## config.mk

```make
export PLATFORM = sky130hd
export DESIGN_NAME = mcu_irq_controller
export DESIGN_NICKNAME = d
export VERILOG_FILES = /design/src/rtl/mcu_irq_controller.sv
export SDC_FILE = /design/constraint.sdc
export NUM_CORES = 1
export LEC_CHECK = 0
export ABC_AREA = 1
export CAP_MARGIN = 20
export CELL_PAD_IN_SITES_DETAIL_PLACEMENT = 0
export CELL_PAD_IN_SITES_GLOBAL_PLACEMENT = 1
export CORE_MARGIN = 10
export CORE_UTILIZATION = 30
export CTS_BUF_LIST = sky130_fd_sc_hd__clkbuf_8
export CTS_CLUSTER_DIAMETER = 60
export CTS_CLUSTER_SIZE = 14
export DETAILED_ROUTE_END_ITERATION = 8
export PLACE_DENSITY_LB_ADDON = 0.1
export SLEW_MARGIN = 20
export SYNTH_ARGS = -nofsm -noshare
export SYNTH_HDL_FRONTEND = slang
export SYNTH_SLANG_ARGS = --single-unit
```

## constraint.sdc

```tcl
create_clock -name clk -period 1.89 [get_ports clk]
set_input_delay 0.4725 -clock clk [delete_from_list [all_inputs] [get_ports clk]]
set_output_delay 0.4725 -clock clk [all_outputs]
set_load 0.03 [all_outputs]
```

## src/rtl/mcu_irq_controller.sv

```systemverilog
// Interrupt controller reachable over a QSPI-style command interface.
// Holds a sticky 32-bit pending register fed by per-source event strobes and
// a 32-bit enable mask. The registered irq output is the OR of the enabled
// pending bits. The host reads pending through a snapshot taken when a STATUS
// command arrives. It writes the mask, or clears pending bits (write-1-to-clear),
// with 4-byte MSB-first transfers.
//
// Ports:
//   clk, rst          clock, synchronous active-high reset
//   event_pulse[31:0] per-source event strobes (sticky into pending)
//   start             CS# falling edge strobe, aborts any transfer
//   insn_valid, insn  decoded instruction strobe and opcode
//   wr_valid, wr_data host write byte
//   rd_ready          host requests the next read byte
//   rd_valid, rd_data read byte, valid one cycle after rd_ready
//   rd_active         high while a STATUS read owns the read path
//   irq               interrupt to MCU
module mcu_irq_controller #(
    parameter logic [15:0] REG_IRQ_STATUS = 16'h0010,
    parameter logic [15:0] REG_IRQ_MASK   = 16'h0011,
    parameter logic [15:0] REG_IRQ_CLEAR  = 16'h0012
) (
    input  logic        clk,
    input  logic        rst,
    input  logic [31:0] event_pulse,
    input  logic        start,
    input  logic        insn_valid,
    input  logic [15:0] insn,
    input  logic        wr_valid,
    input  logic [7:0]  wr_data,
    input  logic        rd_ready,
    output logic        rd_valid,
    output logic [7:0]  rd_data,
    output logic        rd_active,
    output logic        irq
);

    localparam int unsigned CNT_W = 3;
    localparam logic [CNT_W-1:0] CNT_MAX = CNT_W'(4);

    typedef enum logic [2:0] {
        S_IDLE,
        S_READ,
        S_WR_MASK,
        S_WR_CLEAR,
        S_DONE
    } state_e;

    state_e           state_q, state_d;
    logic [CNT_W-1:0] byte_cnt_q, byte_cnt_d;
    logic [31:0]      pending_q, pending_d;
    logic [31:0]      mask_q, mask_d;
    logic [31:0]      snapshot_q, snapshot_d;
    logic [31:0]      asm_q, asm_d;
    logic             irq_q, irq_d;
    logic             rd_valid_q, rd_valid_d;
    logic [7:0]       rd_data_q, rd_data_d;
    logic             rd_active_q, rd_active_d;

    logic [31:0]      clr_vec;
    logic [31:0]      word;
    logic             wr_state;

    // State and register update; reset aborts any transfer without commit
    always_ff @(posedge clk) begin
        if (rst) begin
            state_q     <= S_IDLE;
            byte_cnt_q  <= '0;
            pending_q   <= '0;
            mask_q      <= '0;
            snapshot_q  <= '0;
            asm_q       <= '0;
            irq_q       <= 1'b0;
            rd_valid_q  <= 1'b0;
            rd_data_q   <= 8'h00;
            rd_active_q <= 1'b0;
        end else begin
            state_q     <= state_d;
            byte_cnt_q  <= byte_cnt_d;
            pending_q   <= pending_d;
            mask_q      <= mask_d;
            snapshot_q  <= snapshot_d;
            asm_q       <= asm_d;
            irq_q       <= irq_d;
            rd_valid_q  <= rd_valid_d;
            rd_data_q   <= rd_data_d;
            rd_active_q <= rd_active_d;
        end
    end

    // Next-state, transfer handling and pending/irq update
    always_comb begin
        state_d    = state_q;
        byte_cnt_d = byte_cnt_q;
        mask_d     = mask_q;
        snapshot_d = snapshot_q;
        asm_d      = asm_q;
        clr_vec    = '0;
        rd_valid_d = 1'b0;
        rd_data_d  = 8'h00;
        word       = {asm_q[23:0], wr_data};
        wr_state   = (state_q == S_WR_MASK) || (state_q == S_WR_CLEAR);

        // Every rd_ready gets a byte; only READ returns snapshot data
        if (rd_ready) begin
            rd_valid_d = 1'b1;
            if (state_q == S_READ) begin
                case (byte_cnt_q)
                    CNT_W'(0): rd_data_d = snapshot_q[31:24];
                    CNT_W'(1): rd_data_d = snapshot_q[23:16];
                    CNT_W'(2): rd_data_d = snapshot_q[15:8];
                    CNT_W'(3): rd_data_d = snapshot_q[7:0];
                    default:   rd_data_d = 8'h00;
                endcase
            end
        end

        if (insn_valid) begin
            // New instruction wins over start and drops any partial word
            byte_cnt_d = '0;
            if (insn == REG_IRQ_STATUS) begin
                state_d    = S_READ;
                snapshot_d = pending_q | event_pulse;
            end else if (insn == REG_IRQ_MASK) begin
                state_d = S_WR_MASK;
            end else if (insn == REG_IRQ_CLEAR) begin
                state_d = S_WR_CLEAR;
            end else begin
                state_d = S_IDLE;
            end
        end else if (start) begin
            state_d    = S_IDLE;
            byte_cnt_d = '0;
        end else begin
            if (rd_ready && (state_q == S_READ) && (byte_cnt_q != CNT_MAX)) begin
                byte_cnt_d = byte_cnt_q + CNT_W'(1);
            end
            if (wr_valid && wr_state) begin
                asm_d      = word;
                byte_cnt_d = byte_cnt_q + CNT_W'(1);
                // Fourth byte commits on this same edge
                if (byte_cnt_q == CNT_W'(3)) begin
                    if (state_q == S_WR_MASK) begin
                        mask_d = word;
                    end else begin
                        clr_vec = word;
                    end
                    state_d = S_DONE;
                end
            end
        end

        // A same-cycle event beats a clear of that bit
        pending_d   = (pending_q & ~clr_vec) | event_pulse;
        irq_d       = |(pending_q & mask_q);
        rd_active_d = (state_d == S_READ);
    end

    assign irq       = irq_q;
    assign rd_valid  = rd_valid_q;
    assign rd_data   = rd_data_q;
    assign rd_active = rd_active_q;

endmodule

```

==> flow_metrics.tcl, run 1 <==
set metrics [dict create \
    outcome "finished, final reports clean" \
    antenna_cells 0 \
    layout.cells.most_common "dfxtp_1" \
    drv_slew 0 \
    coreArea_um2 18100 \
    rsz0062_at_grt "false" \
    cp_common_cell "ha_1" \
    synth_cell_types 29 \
    tightest_slew_ns 0.417 \
    grt_util_all_layers 0.158 \
    die-area_um2 24400 \
    ctsResizeCount 11 \
    grt_pass1_vias 5404 \
    postPlaceCellArea_um2 6680 \
    required_ns 2.26 \
    cap_violations 0 \
    fin_hold_ws_ns 0.458 \
    max_stage_delay_ns 0.39 \
    setup_viol 0 \
    place_inst 1009 \
    port_buffers 72 \
    area_delta_synth_final_pct 26.0 \
    cts_setup_buffers 0 \
    synth_area_um2 5560 \
    gp_congestion 0.782 \
    design.portCount 73 \
    wl_per_cell_um 17.8 \
    clock_skew_ns 0.0119 \
    grt_max_degree 47 \
    peakVddDrop_mv 0.413 \
    pre_cts_ws_ns -0.309 \
    clock_sinks 137 \
    seq_area_frac_synth 0.493 \
    drt_iter0_drc 306 \
    syn-num-nets 784 \
    core.rowCount 49 \
    instances_no_fill 1040 \
    ys_seq_elements 137 \
    endpoint_kind "flip-flop" \
    critPathMaxFanout 31 \
    critPathKind "reg -> reg" \
    grt_pass1_wl_um 30000 \
    vias_per_cell 4.88 \
    most-common-layout-cells "dfxtp_1 (137), nand2_1 (103), a21oi_1 (87)" \
    p_total_w 0.00547 \
    clockRootBuffer "clkbuf_8" \
    fmax_mhz 581 \
    ctsHoldBuffers 0 \
    crit_arrival_ns 2.09 \
    pwr_density_cell_nw_per_um2 780 \
    path_cells "ha_1 -> ha_1 -> inv_1 -> nor2_2 -> buf_12 -> nand3_1 -> a21oi_1" \
    worstSetupStartpointType "flip-flop" \
    layout_min_cycle_time_ns 1.72 \
    start_util 0.308 \
    antenna_found_initial 0 \
    leakagePower_nw 2.69 \
    die-width_um 156 \
    report.final.hold_viol_count 0 \
    fin_nets 867 \
    finalCritPeriodShare 0.911 \
    synthCells 716 \
    clock_path_buffers 2 \
    dr.pass1.iters 5 \
    avgSynthCellArea_um2 7.77 \
    via_count 5078 \
    die_h_um 156 \
    htree_levels 4 \
    clk_latency_ns 0.45 \
    ys_warn_count 0 \
    cpMaxStageDelayCell "dfxtp_1" \
    gr-total-overflow 0 \
    path_clk_slew_ns 0.07 \
    dp_hpwl_um 13400 \
    hold_path_class "reg -> reg" \
    drc 0 \
    slew_headroom 0.721 \
    numCtsBuffers 17 \
    totalWireLength_um 18500 \
    tritoncts "yes" \
    antenna_left 0 \
    drive_gt1_frac 0.0937 \
    setup_ws_ns 0.169 \
    post-route-cell-area_um2 7010 \
]
[kinds of logic (layout without fill, tap and decap cells)]
family	Yosys count	after routing	synth area share
compound gates	192	192	0.181
fa+ha+maj	6	6	0.0135
simple gates	289	289	0.232
flops	137	137	0.493
buf+inv	92	187	0.0810
[state kept, by name, indices dropped and copies added (netlist names)]
signal and count:
mask_q 32, asm_q 24, state_q 3, irq 1, rd_valid 1, rd_active 1, rd_data 8, byte_cnt_q 3
snapshot_q 32, pending_q 32
[layer usage]
| layer | GRT usage | part of all wire | routed length, um | vias up |
|---|---|---|---|---|
| met5 | 0 | 0 | 0 | - |
| met2 | 0.260 | 0.47 | 8780 | 116 |
| li1 | - | - | - | 2583 |
| met4 | 0.0458 | 0.015 | 269 | 0 |
| met1 | 0.197 | 0.47 | 8620 | 2365 |
| met3 | 0.0460 | 0.045 | 838 | 14 |
[through the flow]
stage,setup TNS (ns),utilization
finish,0,0.388
global route,0,0.388
CTS,0,0.388
detailed placement,-8.36,0.369
global placement,-7.44,0.369
floorplan,0,-
[final timing paths]
| path | endpoint | from | slack (ns) | cells past startpoint |
|---|---|---|---|---|
| max | mask_q[18] | byte_cnt_q[1] | 0.17 | 7 |
| min | mask_q[31] | mask_q[31] | 0.46 | 2 |
| max reg2reg | mask_q[18] | byte_cnt_q[1] | 0.17 | 7 |
| min reg2reg | mask_q[31] | mask_q[31] | 0.46 | 2 |
[cell type report]
class / count / area (um2)
sequential: 137 / 2740
tap: 229 / 287
multi-input combinational: 487 / 2370
clock buffer: 19 / 262
timing repair buffer: 106 / 1070
clock inverter: 12 / 86.3
fill: 1871 / 11100
inverter: 50 / 190
[cell usage after synthesis]
cell type,n,area (um2)
nor3_1,31,155
nand4_1,4,25.0
buf_4,6,45.0
inv_2,1,3.75
nand2_1,103,387
nand3_4,2,35.0
a41oi_1,8,70.1
nor2_2,4,25.0
buf_1,1,3.75
dfxtp_1,137,2740
nor2_4,2,22.5
a21oi_1,87,435
o21ai_0,67,335
nor3_4,1,16.3
buf_2,9,45.0
nand3_1,63,315
clkbuf_2,1,5.00
or2_2,1,6.26
a31oi_1,9,56.3
nor2_1,76,285
inv_1,48,180
a211oi_1,1,7.51
nand3b_1,1,7.51
clkbuf_1,16,60.1
buf_6,9,101
inv_4,1,6.26
ha_1,6,75.1
o21ai_1,20,100
nand2_4,1,11.3
[worst max-delay path: cells and delay by family (launching register included)]
| family | cells | cell delay [ns] |
|---|---|---|
| DFF | 1 | 0.39 |
| adders and majority gates | 2 | 0.38 |
| and+or+nand+nor | 2 | 0.37 |
| buffers and inverters | 2 | 0.34 |
| AOI/OAI and AO/OA | 1 | 0.16 |
[power breakdown]
| group | internal, W | switching (W) | total, W |
|---|---|---|---|
| Clock | 0.00107 | 0.00111 | 0.00218 |
| Sequential | 0.00294 | 0.0000385 | 0.00297 |
| Combinational | 0.000167 | 0.000154 | 0.000321 |
Note: power is estimated with default switching activity, not from simulation.
==> run 2: changes to the inputs <==
--- a/config.mk
+++ b/config.mk
@@ -6,7 +6,7 @@
 export NUM_CORES = 1
 export LEC_CHECK = 0
 export ABC_AREA = 1
-export CAP_MARGIN = 20
+export CAP_MARGIN = 10
 export CELL_PAD_IN_SITES_DETAIL_PLACEMENT = 0
 export CELL_PAD_IN_SITES_GLOBAL_PLACEMENT = 1
 export CORE_MARGIN = 10
==> results of run 2 <==
The final DEF is identical to that of run 1; final timing and power are the same.
